[src/rtl/l1l2_xfer_pkg.sv]
// Shared types and constants for the L1/L2 block-transfer buffer.
package l1l2_xfer_pkg;

  typedef enum logic [2:0] {
    IDLE,
    CMD,
    WR,
    RD,
    DONE
  } xfer_state_e;

  localparam int EXC_L1_OVF  = 0;
  localparam int EXC_L1_UNF  = 1;
  localparam int EXC_L2_OVF  = 2;
  localparam int EXC_L2_UNF  = 3;
  localparam int EXC_TIMEOUT = 4;
  localparam int EXC_W       = 5;

  localparam logic RW_FILL = 1'b0;
  localparam logic RW_WB   = 1'b1;

endpackage

[src/rtl/xfer_fifo.sv]
// Synchronous show-ahead FIFO; head reads 0 when empty, next occupancy exported
// so the owner can register its ready flags one cycle ahead.
module xfer_fifo #(
  parameter int DEPTH  = 8,
  parameter int DATA_W = 32,
  localparam int AW    = $clog2(DEPTH)
) (
  input  logic              clk_i,
  input  logic              rst_i,
  input  logic              flush_i,
  input  logic              push_i,
  input  logic [DATA_W-1:0] data_i,
  input  logic              pop_i,
  output logic [DATA_W-1:0] data_o,
  output logic [AW:0]       cnt_nxt_o
);

  localparam logic [AW:0] DEPTH_C = (AW+1)'(DEPTH);

  logic [DATA_W-1:0] mem_q [DEPTH];
  logic [AW-1:0]     wr_ptr_q, rd_ptr_q;
  logic [AW:0]       cnt_q, cnt_d;
  logic              do_push, do_pop;

  assign do_push = push_i && (cnt_q != DEPTH_C);
  assign do_pop  = pop_i && (cnt_q != '0);

  always_comb begin
    cnt_d = cnt_q;
    if (flush_i)                cnt_d = '0;
    else if (do_push && !do_pop) cnt_d = cnt_q + 1'b1;
    else if (!do_push && do_pop) cnt_d = cnt_q - 1'b1;
  end

  always_ff @(posedge clk_i) begin
    if (rst_i || flush_i) begin
      wr_ptr_q <= '0;
      rd_ptr_q <= '0;
      cnt_q    <= '0;
    end else begin
      if (do_push) wr_ptr_q <= wr_ptr_q + 1'b1;
      if (do_pop)  rd_ptr_q <= rd_ptr_q + 1'b1;
      cnt_q <= cnt_d;
    end
  end

  // Storage is never reset; the empty mask on data_o hides stale contents.
  always_ff @(posedge clk_i) begin
    if (do_push) mem_q[wr_ptr_q] <= data_i;
  end

  assign data_o    = (cnt_q == '0) ? '0 : mem_q[rd_ptr_q];
  assign cnt_nxt_o = cnt_d;

endmodule

[src/rtl/l1_l2_xfer_buffer.sv]
// L1<->L2 line-fill / write-back staging buffer with sticky protocol exceptions.
// Optional watchdog enabled by defining L1L2_XFER_TIMEOUT_EN.
module l1_l2_xfer_buffer
  import l1l2_xfer_pkg::*;
#(
  parameter int BLOCK_WORDS    = 4,
  parameter int FIFO_DEPTH     = 8,
  parameter int ADDR_W         = 24,
  parameter int DATA_W         = 32,
  parameter int TIMEOUT_CYCLES = 1024
) (
  input  logic              clock_i,
  input  logic              reset_i,
  input  logic              req_i,
  input  logic              rw_i,
  input  logic [ADDR_W-1:0] add_i,
  input  logic              write_en_i,
  input  logic [DATA_W-1:0] data_i,
  input  logic              read_ack_i,
  output logic              ready_write_o,
  output logic              ready_read_o,
  output logic [DATA_W-1:0] data_o,
  output logic              xfer_done_o,
  output logic              l2_req_o,
  output logic              l2_rw_o,
  output logic [ADDR_W-1:0] l2_add_o,
  input  logic              l2_ready_i,
  input  logic              l2_valid_i,
  input  logic [DATA_W-1:0] l2_data_i,
  input  logic              l2_read_ack_i,
  output logic [DATA_W-1:0] l2_data_o,
  output logic              l2_ready_read_o,
  output logic              l2_ready_write_o,
  output logic [EXC_W-1:0]  exception_bus_o
);

  localparam int CW = $clog2(BLOCK_WORDS) + 1;
  localparam int FW = $clog2(FIFO_DEPTH) + 1;
  localparam logic [CW-1:0] BW_C = CW'(BLOCK_WORDS);
  localparam logic [FW-1:0] FD_C = FW'(FIFO_DEPTH);

  if ((FIFO_DEPTH < BLOCK_WORDS) || ((FIFO_DEPTH & (FIFO_DEPTH - 1)) != 0)) begin : g_bad_depth
    $error("FIFO_DEPTH must be a power of two and at least BLOCK_WORDS");
  end
  if (TIMEOUT_CYCLES < 2) begin : g_bad_tmo
    $error("TIMEOUT_CYCLES must be at least 2");
  end

  xfer_state_e       state_q, state_d;
  logic              rw_q, rw_d;
  logic [ADDR_W-1:0] add_q, add_d;
  logic [CW-1:0]     push_cnt_q, push_cnt_d, pop_cnt_q, pop_cnt_d;
  logic [EXC_W-1:0]  exc_q, exc_d;
  logic              rdy_wr_q, rdy_wr_d, rdy_rd_q, rdy_rd_d;
  logic              l2_rdy_wr_q, l2_rdy_wr_d, l2_rdy_rd_q, l2_rdy_rd_d;
  logic              l2_req_q, l2_req_d, done_q, done_d;

  logic              l1_push, l2_push, l1_pop, l2_pop;
  logic              fifo_push, fifo_pop, fifo_flush;
  logic [DATA_W-1:0] fifo_wdata, fifo_head;
  logic [FW-1:0]     fifo_cnt_nxt;
  logic              tmo_fire;

  assign l1_push    = write_en_i && rdy_wr_q;
  assign l2_push    = l2_valid_i && l2_rdy_wr_q;
  assign l1_pop     = read_ack_i && rdy_rd_q;
  assign l2_pop     = l2_read_ack_i && l2_rdy_rd_q;
  assign fifo_push  = l1_push || l2_push;
  assign fifo_pop   = l1_pop || l2_pop;
  assign fifo_wdata = (rw_q == RW_WB) ? data_i : l2_data_i;

  xfer_fifo #(
    .DEPTH  (FIFO_DEPTH),
    .DATA_W (DATA_W)
  ) u_fifo (
    .clk_i     (clock_i),
    .rst_i     (reset_i),
    .flush_i   (fifo_flush),
    .push_i    (fifo_push),
    .data_i    (fifo_wdata),
    .pop_i     (fifo_pop),
    .data_o    (fifo_head),
    .cnt_nxt_o (fifo_cnt_nxt)
  );

`ifdef L1L2_XFER_TIMEOUT_EN
  localparam int TW = $clog2(TIMEOUT_CYCLES + 1);
  logic [TW-1:0] tmo_cnt_q, tmo_cnt_d;

  assign tmo_fire = (state_q != IDLE) && (tmo_cnt_q == TW'(TIMEOUT_CYCLES - 1));

  // Any progress (state change or accepted word) restarts the watchdog.
  always_comb begin
    tmo_cnt_d = '0;
    if ((state_q != IDLE) && (state_d == state_q) && !fifo_push && !fifo_pop && !tmo_fire)
      tmo_cnt_d = tmo_cnt_q + 1'b1;
  end

  always_ff @(posedge clock_i) begin
    if (reset_i) tmo_cnt_q <= '0;
    else         tmo_cnt_q <= tmo_cnt_d;
  end
`else
  assign tmo_fire = 1'b0;
`endif

  always_comb begin
    state_d    = state_q;
    rw_d       = rw_q;
    add_d      = add_q;
    exc_d      = exc_q;
    fifo_flush = 1'b0;
    push_cnt_d = (fifo_push && (push_cnt_q < BW_C)) ? push_cnt_q + 1'b1 : push_cnt_q;
    pop_cnt_d  = (fifo_pop && (pop_cnt_q < BW_C)) ? pop_cnt_q + 1'b1 : pop_cnt_q;

    if (write_en_i && !rdy_wr_q)       exc_d[EXC_L1_OVF] = 1'b1;
    if (read_ack_i && !rdy_rd_q)       exc_d[EXC_L1_UNF] = 1'b1;
    if (l2_valid_i && !l2_rdy_wr_q)    exc_d[EXC_L2_OVF] = 1'b1;
    if (l2_read_ack_i && !l2_rdy_rd_q) exc_d[EXC_L2_UNF] = 1'b1;

    unique case (state_q)
      IDLE: if (req_i) begin
        rw_d    = rw_i;
        add_d   = add_i;
        state_d = CMD;
      end
      CMD: if (l2_ready_i) state_d = (rw_q == RW_WB) ? WR : RD;
      WR, RD: if (pop_cnt_d == BW_C) state_d = DONE;
      DONE: if (!req_i) begin
        state_d    = IDLE;
        fifo_flush = 1'b1;
        push_cnt_d = '0;
        pop_cnt_d  = '0;
      end
      default: state_d = IDLE;
    endcase

    if (tmo_fire) begin
      exc_d[EXC_TIMEOUT] = 1'b1;
      fifo_flush         = 1'b1;
      state_d            = DONE;
    end

    // Write-back words may be staged while the L2 command is still pending.
    rdy_wr_d    = ((state_d == WR) || ((state_d == CMD) && (rw_d == RW_WB)))
                  && (fifo_cnt_nxt != FD_C) && (push_cnt_d < BW_C);
    l2_rdy_rd_d = (state_d == WR) && (fifo_cnt_nxt != '0);
    l2_rdy_wr_d = (state_d == RD) && (fifo_cnt_nxt != FD_C) && (push_cnt_d < BW_C);
    rdy_rd_d    = (state_d == RD) && (fifo_cnt_nxt != '0);
    l2_req_d    = (state_d == CMD);
    done_d      = (state_d == DONE);
  end

  always_ff @(posedge clock_i) begin
    if (reset_i) begin
      state_q     <= IDLE;
      rw_q        <= RW_FILL;
      add_q       <= '0;
      push_cnt_q  <= '0;
      pop_cnt_q   <= '0;
      exc_q       <= '0;
      rdy_wr_q    <= 1'b0;
      rdy_rd_q    <= 1'b0;
      l2_rdy_wr_q <= 1'b0;
      l2_rdy_rd_q <= 1'b0;
      l2_req_q    <= 1'b0;
      done_q      <= 1'b0;
    end else begin
      state_q     <= state_d;
      rw_q        <= rw_d;
      add_q       <= add_d;
      push_cnt_q  <= push_cnt_d;
      pop_cnt_q   <= pop_cnt_d;
      exc_q       <= exc_d;
      rdy_wr_q    <= rdy_wr_d;
      rdy_rd_q    <= rdy_rd_d;
      l2_rdy_wr_q <= l2_rdy_wr_d;
      l2_rdy_rd_q <= l2_rdy_rd_d;
      l2_req_q    <= l2_req_d;
      done_q      <= done_d;
    end
  end

  assign ready_write_o    = rdy_wr_q;
  assign ready_read_o     = rdy_rd_q;
  assign l2_ready_write_o = l2_rdy_wr_q;
  assign l2_ready_read_o  = l2_rdy_rd_q;
  assign xfer_done_o      = done_q;
  assign l2_req_o         = l2_req_q;
  assign l2_rw_o          = rw_q;
  assign l2_add_o         = add_q;
  assign data_o           = fifo_head;
  assign l2_data_o        = fifo_head;
  assign exception_bus_o  = exc_q;

endmodule

[config.mk]
export PLATFORM = sky130hd
export DESIGN_NAME = l1_l2_xfer_buffer
export DESIGN_NICKNAME = d
export VERILOG_FILES = /design/src/rtl/l1l2_xfer_pkg.sv /design/src/rtl/xfer_fifo.sv /design/src/rtl/l1_l2_xfer_buffer.sv
export SDC_FILE = /design/constraint.sdc
export NUM_CORES = 1
export LEC_CHECK = 0
export ABC_CLOCK_PERIOD_IN_PS = 5600
export CAP_MARGIN = 5
export CORE_ASPECT_RATIO = 1.5
export CORE_UTILIZATION = 40
export DETAILED_ROUTE_END_ITERATION = 8
export DONT_BUFFER_PORTS = 1
export GPL_ROUTABILITY_DRIVEN = 1
export PLACE_DENSITY_LB_ADDON = 0.1
export SETUP_SLACK_MARGIN = 0.3
export SYNTH_ARGS = -nofsm -noshare
export SYNTH_HDL_FRONTEND = slang
export SYNTH_SLANG_ARGS = --single-unit
export TNS_END_PERCENT = 50
[constraint.sdc]
create_clock -name clock_i -period 5.6 [get_ports clock_i]
set_clock_uncertainty 0.1 [all_clocks]
set_input_delay 1.4 -clock clock_i [delete_from_list [all_inputs] [get_ports clock_i]]
set_output_delay 1.4 -clock clock_i [all_outputs]
set_load 0.005 [all_outputs]
### After elaboration in Yosys (flattened, before gate mapping)

Memory sizes are Yosys's and may differ from the RTL's. A register that Yosys moved wholly into a read port is not among the register bits.
Cells that the tools add are included.

* add/sub/neg operators: 6
* magnitude comparators: 3
* equality and inequality tests: 11
* muxes and demuxes: 25
* reduce and logical (&&, ||, !) cells: 37

Operators with widths (number)
* $mux W32: 2
* $mux W3: 12
* $logic_and A1 B1 Y1: 21
* $add A3 B1 Y3 const B: 4
* $eq A3 B2 Y1 const B: 4
* $mux W4: 3
* $pmux W3 S4: 1
* $eq A3 B3 Y1 const B: 3
* $lt A3 B3 Y1 const B: 3
* $ne A4 B4 Y1 const B: 2
* $reduce_bool A4 Y1: 2
* $mux W1: 7
* $eq A3 B1 Y1 const B: 2
* $logic_not A1 Y1: 6
* $add A4 B1 Y4 const B: 1
* $logic_not A4 Y1: 1
* $logic_or A1 B1 Y1: 4
* $sub A4 B1 Y4 const B: 1
* $logic_not A3 Y1: 1
* $reduce_and A2 Y1: 1
* $reduce_or A2 Y1: 1

* register bits after elaboration: 54
* bits in writable memories: 256
* input port bits: 97
* output and inout port bits: 100
* word-level logic and storage cells: 101
* memories kept: 1

Memories
* u_fifo.mem_q: depth 8, bits a word 32, rd ports 1, clocked after Yosys merged registers in 1, wr ports 1, line xfer_fifo.sv:20 `logic [DATA_W-1:0] mem_q [DEPTH];`

### Depth between registers and ports, before layout

Gate-level depths: netlist of run 1.

* depth in word-level cells: 12
* depth in mapped cells: 7
* mapped depth without buffers: 7

### By module

A second synthesis of run 1 with hierarchy kept.

* cell total of the unflattened synthesis: 737
* area total of the unflattened synthesis: 12593.3 um^2

By module, submodules not included
* xfer_fifo: instances 1, cells each 469, area an instance 10291.1 um^2, seq. area each 7947.6 um^2
* l1_l2_xfer_buffer: instances 1, cells each 268, area an instance 2302.2 um^2, seq. area each 880.8 um^2

### Worst setup path after synthesis of run 1

No wires, ideal clock.

* kind: input to register
* from: input port write_en_i
* to: memory u_fifo.mem_q[0][0], enable pin
* setup time: 0.501 ns
* arrival: 4.884 ns
* data required time: 4.999 ns
* path slack: 0.115 ns
* cell stages on the path: 3
* cell sequence: a22o_1 nand2_1 nor4_1

* cells in the longest elaborated chain, start to end: 5

RTL lines
* start, declared: line l1_l2_xfer_buffer.sv:17 `input logic write_en_i,`
* $logic_and A1 B1 Y1: line l1_l2_xfer_buffer.sv:64 `assign l1_push = write_en_i && rdy_wr_q;`
* $logic_or A1 B1 Y1: line l1_l2_xfer_buffer.sv:68 `assign fifo_push = l1_push || l2_push;`
* $logic_and A1 B1 Y1: line xfer_fifo.sv:25 `assign do_push = push_i && (cnt_q != DEPTH_C);`
* $mux W1: line xfer_fifo.sv:49 `if (do_push) mem_q[wr_ptr_q] <= data_i;`
* $mux W1 (implied by the code): line xfer_fifo.sv:49
* end, declared: line xfer_fifo.sv:20

Every way passes these cells.

### Final worst setup path of run 1

* from: register u_fifo.cnt_q[0]
* to: output port data_o[24]

* cells in the longest elaborated chain, start to end: 2

RTL lines
* start, declared: line xfer_fifo.sv:22 `logic [AW:0] cnt_q, cnt_d;`
* start signal, assigned: line xfer_fifo.sv:43 `cnt_q <= cnt_d;`
* $logic_not A4 Y1: line xfer_fifo.sv:52 `assign data_o = (cnt_q == '0) ? '0 : mem_q[rd_ptr_q];`
* $mux W32: line xfer_fifo.sv:52
* end, declared: line l1_l2_xfer_buffer.sv:22 `output logic [DATA_W-1:0] data_o,`

Every way passes these cells.

==> reports/metrics.csv, run 1 <==
metric;value;unit
post-synthesis instance total;771;
global placer's final weighted congestion;0.712;
Die W;148;um
drt pass-1 iters;4;
synth unique cells;54;
Avg Cell Area, Syn;16.5;um^2
WP data required;4.10;ns
Post-Route WL;26400;um
Tmin final;4.24;ns
worst hold path type;flip-flop to flip-flop;
CTS tree;built;
worst-path fanout max;22;
Root Buffer;clkbuf_16;
hold buffers post-CTS;0;
cell type with the largest total area after synthesis;edfxtp_1;
CP top delay family;simple AND/OR/NAND/NOR gates;
# setup viols final;0;
critical path's slowest cell;nor3b_4;
fin. max-slew vios;0;
core area;31200;um^2
post-route DRC violation count;0;
Top Ports;197;
Die Footprint;32600;um^2
Critical Path Max Stage Delay;0.81;ns
worst vdd ir;0.000232;V
fraction of registers with async set/reset;0;
Layout Area Growth over Synthesis;9.66;%
register area;8840;um^2
Post-synth top flop;edfxtp_1;
Total GRT Usage;0.166;
final net count;850;
Setup WS post-layout;1.36;ns
total CTS buffers;30;
share of cells above drive strength 1;0.239;
post-route clock period utilization;0.757;
Synth Net Count;874;
Slew @ Worst Pin;1.13;ns
setup TNS;0;ns
Layout fillers;2754;
Hold Fails Final Rpt;0;
largest net degree at the start of global routing;65;
initial antenna violation count;0;
Synth area leaders;edfxtp_1 (60%), mux4_2 (11%), dfxtp_1 (9.0%);
CP endpoint kind;output pin;
synthesis-stage register bit count;313;
H-tree depth;1;
post-route ant nets;0;
drt initial violations;294;
vias in the first global route;6899;
Yosys warnings;0;
routed len/inst;22.5;um
GRT Residual Overflow;0;
critical path cell sequence;inv_1 -> ha_1 -> nor3b_4 -> buf_4 -> nor2_1;
RSZ-0062 raised after global routing;no;
Tot Pwr;4910;uW
ANT cells;0;
count leader, synth;edfxtp_1;
final non-filler cell total;1176;
status;completed;
die height;221;um
DP HPWL;16200;um
Hold WS;0.371;ns
Worst EP arrival;2.74;ns
Synth top cells by count;edfxtp_1 (256), nand2_1 (68), mux4_2 (64);
fmax;236;MHz
via count;6321;
first-pass GRT wire length;40300;um
Synth top area share;0.603;
Worst Setup Start Kind;flip-flop;
WP buf/inv;2;
initial cell density of the core;0.408;
area of the multi-input gates;3530;um^2
IO Port Bufs;0;
clk sinks;313;
vias per inst;5.38;
synthesized area;12700;um^2
Reg clk slew, reported paths;0.06;ns
post-cts resize count;0;
clock insertion delay at the later pin of the skew report;0.55;ns
clk buf depth;3;
Setup Fix Bufs, Post-CTS;0;
Core Rows;79;
LEAKAGE;0.00430;uW
power per cell area;351;nW/um^2
Slew headroom;0.246;
number of max-cap violations;0;
pre-CTS setup slack;1.82;ns
Cells after DPL;1120;
CP Class;flip-flop to output pin;
post-synthesis sequential area ratio;0.693;
Post-synth EDFFs;256;
## per-layer routing
layer | part of all wire | track usage | vias up | wire length [um]
met3 | 0.051 | 0.0295 | 41 | 1360
met1 | 0.39 | 0.190 | 3240 | 10200
met4 | 0.020 | 0.0502 | 0 | 538
li1 | - | - | 2860 | -
met2 | 0.54 | 0.311 | 180 | 14300
met5 | 0 | 0 | - | 0
## metrics by stage
step	instance area [um^2]	util
after global placement	13000	0.417
after global routing	14000	0.447
after detailed placement	13000	0.417
final	14000	0.447
after floorplan	12800	-
after CTS	14000	0.447
## registers in the layout, summed over array words and instances (netlist names), 3 cells and up, named ones only
| name | cells |
|---|---|
| l2_add_o | 24 |
| u_fifo.cnt_q | 4 |
| exception_bus_o | 4 |
| u_fifo.rd_ptr_q | 3 |
| state_q | 3 |
| u_fifo.mem_q | 256 |
| pop_cnt_q | 3 |
| push_cnt_q | 3 |
| u_fifo.wr_ptr_q | 3 |
## tightest hold or removal path, cell delays in order (launching register included)
cell and delay, ns:
dfxtp_1 0.32, nand2_1 0.06, a21oi_1 0.05
## power breakdown
group          internal (uW)  switching (uW)  total [uW]
clock network           1100             828        1930
registers               2580            36.9        2620
logic                    117             247         364
total                   3800            1110        4910
## path summary, 6_finish.rpt
| path | slack (ns) | depth (start not counted) | start | to |
|---|---|---|---|---|
| worst min register to register | 0.37 | 2 | l2_add_o[7] | l2_add_o[7] |
| worst max-delay path | 1.36 | 5 | u_fifo.cnt_q[0] | data_o[24] |
| worst min-delay path | 0.37 | 2 | l2_add_o[7] | l2_add_o[7] |
| worst max register to register | 2.48 | 8 | u_fifo.cnt_q[0] | ready_write_o |
## area by class of cell
type,instances,area share
Inverter,9,0.00242
Clock inverter,11,0.00609
Tap cell,405,0.0363
Clock buffer,45,0.0610
Multi-Input combinational cell,376,0.253
Timing Repair Buffer,17,0.00913
Sequential cell,313,0.632
## cell families after synthesis
family | Yosys count | synth area share
AOI/OAI and AO/OA | 68 | 0.0360
adders and majority gates | 6 | 0.00589
other | 1 | 0.000294
DFF | 313 | 0.693
buffers and inverters | 82 | 0.0347
xor gates and xnor gates | 8 | 0.00550
muxes | 129 | 0.167
and+or+nand+nor | 164 | 0.0577
## placed cells by master (no fill, tap or decap), drive strengths merged, types with 3 or more instances in the layout
cell type | netlist | layout
edfxtp | 256 | 256
nand2 | 68 | 68
mux4 | 64 | 64
nor2 | 63 | 63
dfxtp | 57 | 57
clkbuf | 28 | 45
a21oi | 39 | 39
mux2i | 33 | 33
mux2 | 32 | 32
buf | 45 | 17
inv | 9 | 11
nand2b | 6 | 6
nand3 | 6 | 6
ha | 6 | 6
clkinv | 0 | 6
xnor2 | 5 | 5
nor3 | 5 | 5
o21ai | 4 | 4
xor2 | 3 | 3
a22oi | 3 | 3
nor3b | 3 | 3
o211ai | 3 | 3
a31oi | 3 | 3
a211oi | 3 | 3
No activity file was read; power rests on OpenSTA's default activity.
==> inputs of run 2 (changes only) <==
ABC_CLOCK_PERIOD_IN_PS = 4400   (was 5600)
clock period = 4.4 ns   (was 5.6 ns; I/O delays follow)
==> run 2 against run 1 <==
Against the previous run: sequential share of layout area is 0.34 points lower; count of clock-buffer cells in the layout decreased by 16; first-iteration DRC count decreased by 6.1%; die area unchanged; routed wire length is 2.0% lower; largest cell class unchanged.
==> reports/metrics.csv, run 2 (same netlist as run 1, synthesis figures left out) <==
metric;value;unit;change
status;completed;;
initial cell density of the core;0.408;;unchanged
worst r2r src;u_fifo.cnt_q[0];;
Root Buffer;clkbuf_16;;
total CTS buffers;29;;-3.3%
Critical Path Max Stage Delay;0.95;ns;+0.14 ns
pre-CTS setup slack;1.14;ns;-0.689 ns
Hold Fails Final Rpt;0;;unchanged
Layout Area Growth over Synthesis;10.3;%;
Die W;148;um;unchanged
first-pass GRT wire length;39800;um;-1.3%
worst hold stages;2;;unchanged
WP buf/inv;1;;-1
Setup WS post-layout;0.833;ns;-0.526 ns
post-route ant nets;0;;unchanged
Worst EP arrival;2.37;ns;-0.37 ns
r2r worst-path depth;7;;-1
power per cell area;451;nW/um^2;+29%
CP Depth;4;;-1
IO Port Bufs;0;;unchanged
Die Footprint;32600;um^2;unchanged
routed len/inst;22.0;um;-1.9%
Reg clk slew, reported paths;0.06;ns;about the same
Setup Fix Bufs, Post-CTS;0;;unchanged
Layout fillers;2754;;unchanged
drt pass-1 iters;4;;unchanged
drt initial violations;276;;-6.1%
Core Rows;79;;unchanged
WHS Endpoint;l2_add_o[6];;
vias per inst;5.42;;+0.77%
most frequent cells in the layout;edfxtp_1 (256), nand2_1 (68), mux4_2 (64), nor2_1 (60), dfxtp_1 (53);;
DP HPWL;16000;um;-1.4%
Total GRT Usage;0.163;;-0.00259
hold buffers post-CTS;0;;unchanged
core area;31200;um^2;unchanged
setup TNS;0;ns;unchanged
max FFs per register;256;;unchanged
ANT cells;0;;unchanged
Tmin final;3.57;ns;
fmax;280;MHz;
clk buf depth;3;;unchanged
Reg-to-Reg End;u_fifo.mem_q[3][25];;
fin. max-slew vios;0;;unchanged
share of cells above drive strength 1;0.251;;+0.0120
Worst Setup Start Kind;flip-flop;;
post-route clock period utilization;0.811;;
post-route DRC violation count;0;;unchanged
largest net degree at the start of global routing;65;;unchanged
CP Class;flip-flop to output pin;;
CP top delay family;flip-flops;;
Hold Startpoint;l2_add_o[6];;
number of max-cap violations;0;;unchanged
WP data required;3.20;ns;-0.90 ns
worst vdd ir;0.000284;V;+22%
critical path cell sequence;buf_4 -> mux4_2 -> mux2i_1 -> nor2_1;;
initial antenna violation count;0;;unchanged
Top Ports;197;;unchanged
Slew headroom;0.262;;+0.0160
die height;221;um;unchanged
final net count;850;;unchanged
GRT Residual Overflow;0;;unchanged
Slew @ Worst Pin;1.11;ns;-0.0193 ns
vias in the first global route;7057;;+2.3%
Biggest register;u_fifo.mem_q;;
RSZ-0062 raised after global routing;no;;
H-tree depth;1;;unchanged
critical path's slowest cell;dfxtp_4;;
post-cts resize count;0;;unchanged
worst hold path type;flip-flop to flip-flop;;
CTS tree;built;;
worst-path fanout max;57;;+160%
commonest non-fill, non-tap cell in the layout;edfxtp_1;;
CP endpoint kind;output pin;;
# setup viols final;0;;unchanged
global placer's final weighted congestion;0.737;;+3.5%
clk sinks;313;;unchanged
via count;6364;;+0.68%
clock insertion delay at the later pin of the skew report;0.55;ns;about the same
Post-Route WL;25900;um;-2.0%
Tot Pwr;6340;uW;+29%
LEAKAGE;0.00432;uW;+0.32%
R2R Setup Slk;1.42;ns;-1.06 ns
-- run 2: cell count changes in the layout (fill, tap and decap cells not counted), sizes merged --
cell	change
clkbuf	-16
clkinv	+7
clkinvlp	+4
bufinv	+3
buf	+1
-- run 2: worst max-delay path by stage --
stage	to	from
finish	data_o[29]	flip-flop
floorplan	u_fifo.mem_q[4][0]	write_en_i
detailed placement	u_fifo.mem_q[3][18]	write_en_i
CTS	data_o[29]	flip-flop
global placement	u_fifo.mem_q[3][19]	write_en_i
global route	l2_data_o[29]	flip-flop
-- run 2: layout make-up --
cell class,instances,area (um^2),share of cell area
clock buffer,29,726,0.0516
clock inverter,25,262,0.0186
inverter,9,33.8,0.00240
multi-input combinational,376,3540,0.252
sequential,313,8840,0.629
tap,405,507,0.0361
timing repair buffer,18,148,0.0105
-- run 2: through the flow --
stage / instance area [um^2] / hold slack [ns] / util / instances
floorplan: 12800 / 0.353 / - / 771
global placement: 13100 / 0.360 / 0.418 / 1121
detailed placement: 13100 / 0.366 / 0.418 / 1121
CTS: 14100 / 0.375 / 0.450 / 1175
global route: 14100 / 0.392 / 0.450 / 1175
finish: 14100 / 0.371 / 0.450 / 1175
-- run 2: worst reg2reg max path: stages, from the launching register on --
cell     delay (ns)
dfxtp_1        0.43
inv_1          0.11
ha_1           0.28
and3b_2        0.24
nor2_1         0.24
nand2_1        0.30
nor2_4         0.52
buf_4          0.42
-- run 2: routing by layer --
layer,wire (um),track usage,share of wire,vias to the layer above
li1,-,-,-,2855
met1,9960,0.182,0.38,3271
met2,13900,0.311,0.54,205
met3,1520,0.0303,0.059,33
met4,494,0.0512,0.019,0
met5,0,0,0,-
-- run 2: power breakdown --
group          leakage [uW]  internal (uW)  total [uW]  switching [uW]
Combinational       0.00107            149         453             304
Clock              0.000473           1460        2550            1100
Sequential          0.00277           3280        3340            54.1
Total               0.00432           4890        6340            1450
==> inputs of run 3 (changes only) <==
ABC_CLOCK_PERIOD_IN_PS = 3300   (was 4400)
clock period = 3.3 ns   (was 4.4 ns; I/O delays follow)
==> run 3 against run 2 <==
Against the previous run: total power rose by 34%; die area did not move; clock power rose by 33%; sequential share of layout area fell by 2.2 points; cell count rose by 1.5%; core utilization rose by 1.7 points; first-iteration DRC count fell by 5.4%; register-to-register slack got worse by 0.73 ns.
==> reports/metrics.csv, run 3 (same netlist as run 1, synthesis figures left out) <==
metric;value;unit;change
WP data required;2.37;ns;-0.83 ns
final net count;868;;+2.1%
R2R Setup Slk;0.69;ns;-0.73 ns
worst hold path type;input port to flip-flop;;
hold buffers post-CTS;0;;unchanged
GRT Residual Overflow;0;;unchanged
worst vdd ir;0.000340;V;+20%
total CTS buffers;29;;unchanged
Worst EP arrival;2.08;ns;-0.29 ns
Hold Fails Final Rpt;0;;unchanged
share of cells above drive strength 1;0.288;;+0.0374
Die Footprint;32600;um^2;unchanged
drt initial violations;261;;-5.4%
clk sinks;313;;unchanged
fmax;333;MHz;
Tmin final;3.00;ns;
Sequential Power Share;0.523;;-0.003
Total GRT Usage;0.168;;+0.00477
# setup viols final;0;;unchanged
worst-path fanout max;5;;-91%
vias in the first global route;7017;;-0.57%
Root Buffer;clkbuf_16;;
global placer's final weighted congestion;0.767;;+4.0%
largest net degree at the start of global routing;43;;-34%
CP Class;flip-flop to output pin;;
status;completed;;
number of max-cap violations;0;;unchanged
Reg clk slew, reported paths;0.07;ns;about the same
Slew headroom;0.289;;+0.0261
LEAKAGE;0.00453;uW;+4.9%
post-route ant nets;0;;unchanged
initial cell density of the core;0.408;;unchanged
Pint;6600;uW;+35%
setup TNS;0;ns;unchanged
clock insertion delay at the later pin of the skew report;0.55;ns;about the same
RSZ-0062 raised after global routing;yes;;
Core Rows;79;;unchanged
first-pass GRT wire length;40800;um;+2.6%
initial antenna violation count;0;;unchanged
power per cell area;584;nW/um^2;+29%
Die W;148;um;unchanged
routed len/inst;22.8;um;+3.4%
Combinational Power Share;0.079;;+0.008
die height;221;um;unchanged
Hold WS;0.243;ns;-0.129 ns
DP HPWL;16100;um;+0.79%
Setup WS post-layout;0.299;ns;-0.534 ns
via count;6442;;+1.2%
Clk pwr share;0.398;;-0.004
most frequent cells in the layout;edfxtp_1 (256), nand2_1 (68), mux4_2 (64), dfxtp_1 (53), nor2_1 (47);;
drt pass-1 iters;4;;unchanged
Slew @ Worst Pin;1.07;ns;-0.0391 ns
pre-CTS setup slack;0.697;ns;-0.439 ns
Worst Setup Start Kind;flip-flop;;
sw power;1920;uW;+32%
Post-Route WL;27200;um;+5.0%
CTS tree;built;;
Biggest register;u_fifo.mem_q;;
fin. max-slew vios;0;;unchanged
max FFs per register;256;;unchanged
vias per inst;5.40;;-0.30%
CP endpoint kind;output pin;;
IO Port Bufs;0;;unchanged
core area;31200;um^2;unchanged
commonest non-fill, non-tap cell in the layout;edfxtp_1;;
clk buf depth;3;;unchanged
Sw Share;0.225;;-0.00445
H-tree depth;1;;unchanged
Top Ports;197;;unchanged
post-route DRC violation count;0;;unchanged
ANT cells;0;;unchanged
Layout Area Growth over Synthesis;14.3;%;
post-route clock period utilization;0.909;;
==> run 3: changes by cell type in the layout (fill, tap and decap cells not counted), sizes merged <==
| cell | previous run | this run |
|---|---|---|
| clkbuf | 29 | 41 |
| clkinvlp | 6 | 2 |
| inv | 11 | 14 |
| buf | 18 | 33 |
| bufinv | 4 | 3 |
| clkinv | 13 | 6 |
==> run 3: layer usage <==
layer  vias up  part of all wire  global-route usage  wire length [um]
li1       2915                 -                   -                 -
met2       196              0.54               0.318             14700
met1      3302              0.39               0.195             10600
met4         0             0.015              0.0430               396
met3        29             0.051              0.0289              1400
met5         -                 0                   0                 0
==> run 3: repair_timing <==
item	in CTS	in global routing
setup buffers	6	0
resized for setup	28	14
endpoints found under the setup margin	64	62
pin swaps	1	2
cloned	5	3
==> run 3: layout make-up <==
class | count | area, um^2
Inverter | 9 | 33.8
Fill cell | 2704 | 16700
Clock inverter | 16 | 168
Multi-Input combinational cell | 376 | 3670
Tap cell | 405 | 507
Clock buffer | 38 | 812
Timing Repair Buffer | 36 | 544
Sequential cell | 313 | 8840
==> run 3: metrics by stage <==
stage / cell area [um^2] / utilization / power (uW) / std cells
final: 14600 / 0.467 / 8520 / 1193
after global routing: 14600 / 0.467 / 8840 / 1193
after CTS: 14500 / 0.463 / 8620 / 1190
after detailed placement: 13200 / 0.422 / 5170 / 1125
after global placement: 13200 / 0.422 / 5140 / 1125
after floorplan: 12800 / - / 5090 / 771
==> run 3: power by group through the flow <==
stage	clock, uW	sequential [uW]	combinational, uW
floorplan	0	4500	588
global placement	0	4530	612
detailed placement	0	4540	634
CTS	3480	4450	680
global route	3620	4460	757
finish	3390	4450	673
==> run 3: worst paths after layout <==
kind / start / end / cells past startpoint
setup / recovery: flip-flop / data_o[8] / 6
hold / removal: reset_i / l2_add_o[7] / 1
setup reg to reg: u_fifo.cnt_q[0] / u_fifo.mem_q[7][15] / 7
hold reg to reg: l2_add_o[21] / l2_add_o[21] / 2
==> run 3: critical path, stage by stage (launching register included) <==
cell     delay, ns
dfxtp_4       0.37
buf_6         0.10
buf_12        0.13
buf_16        0.14
mux4_2        0.51
mux2i_2       0.19
nor2_2        0.09
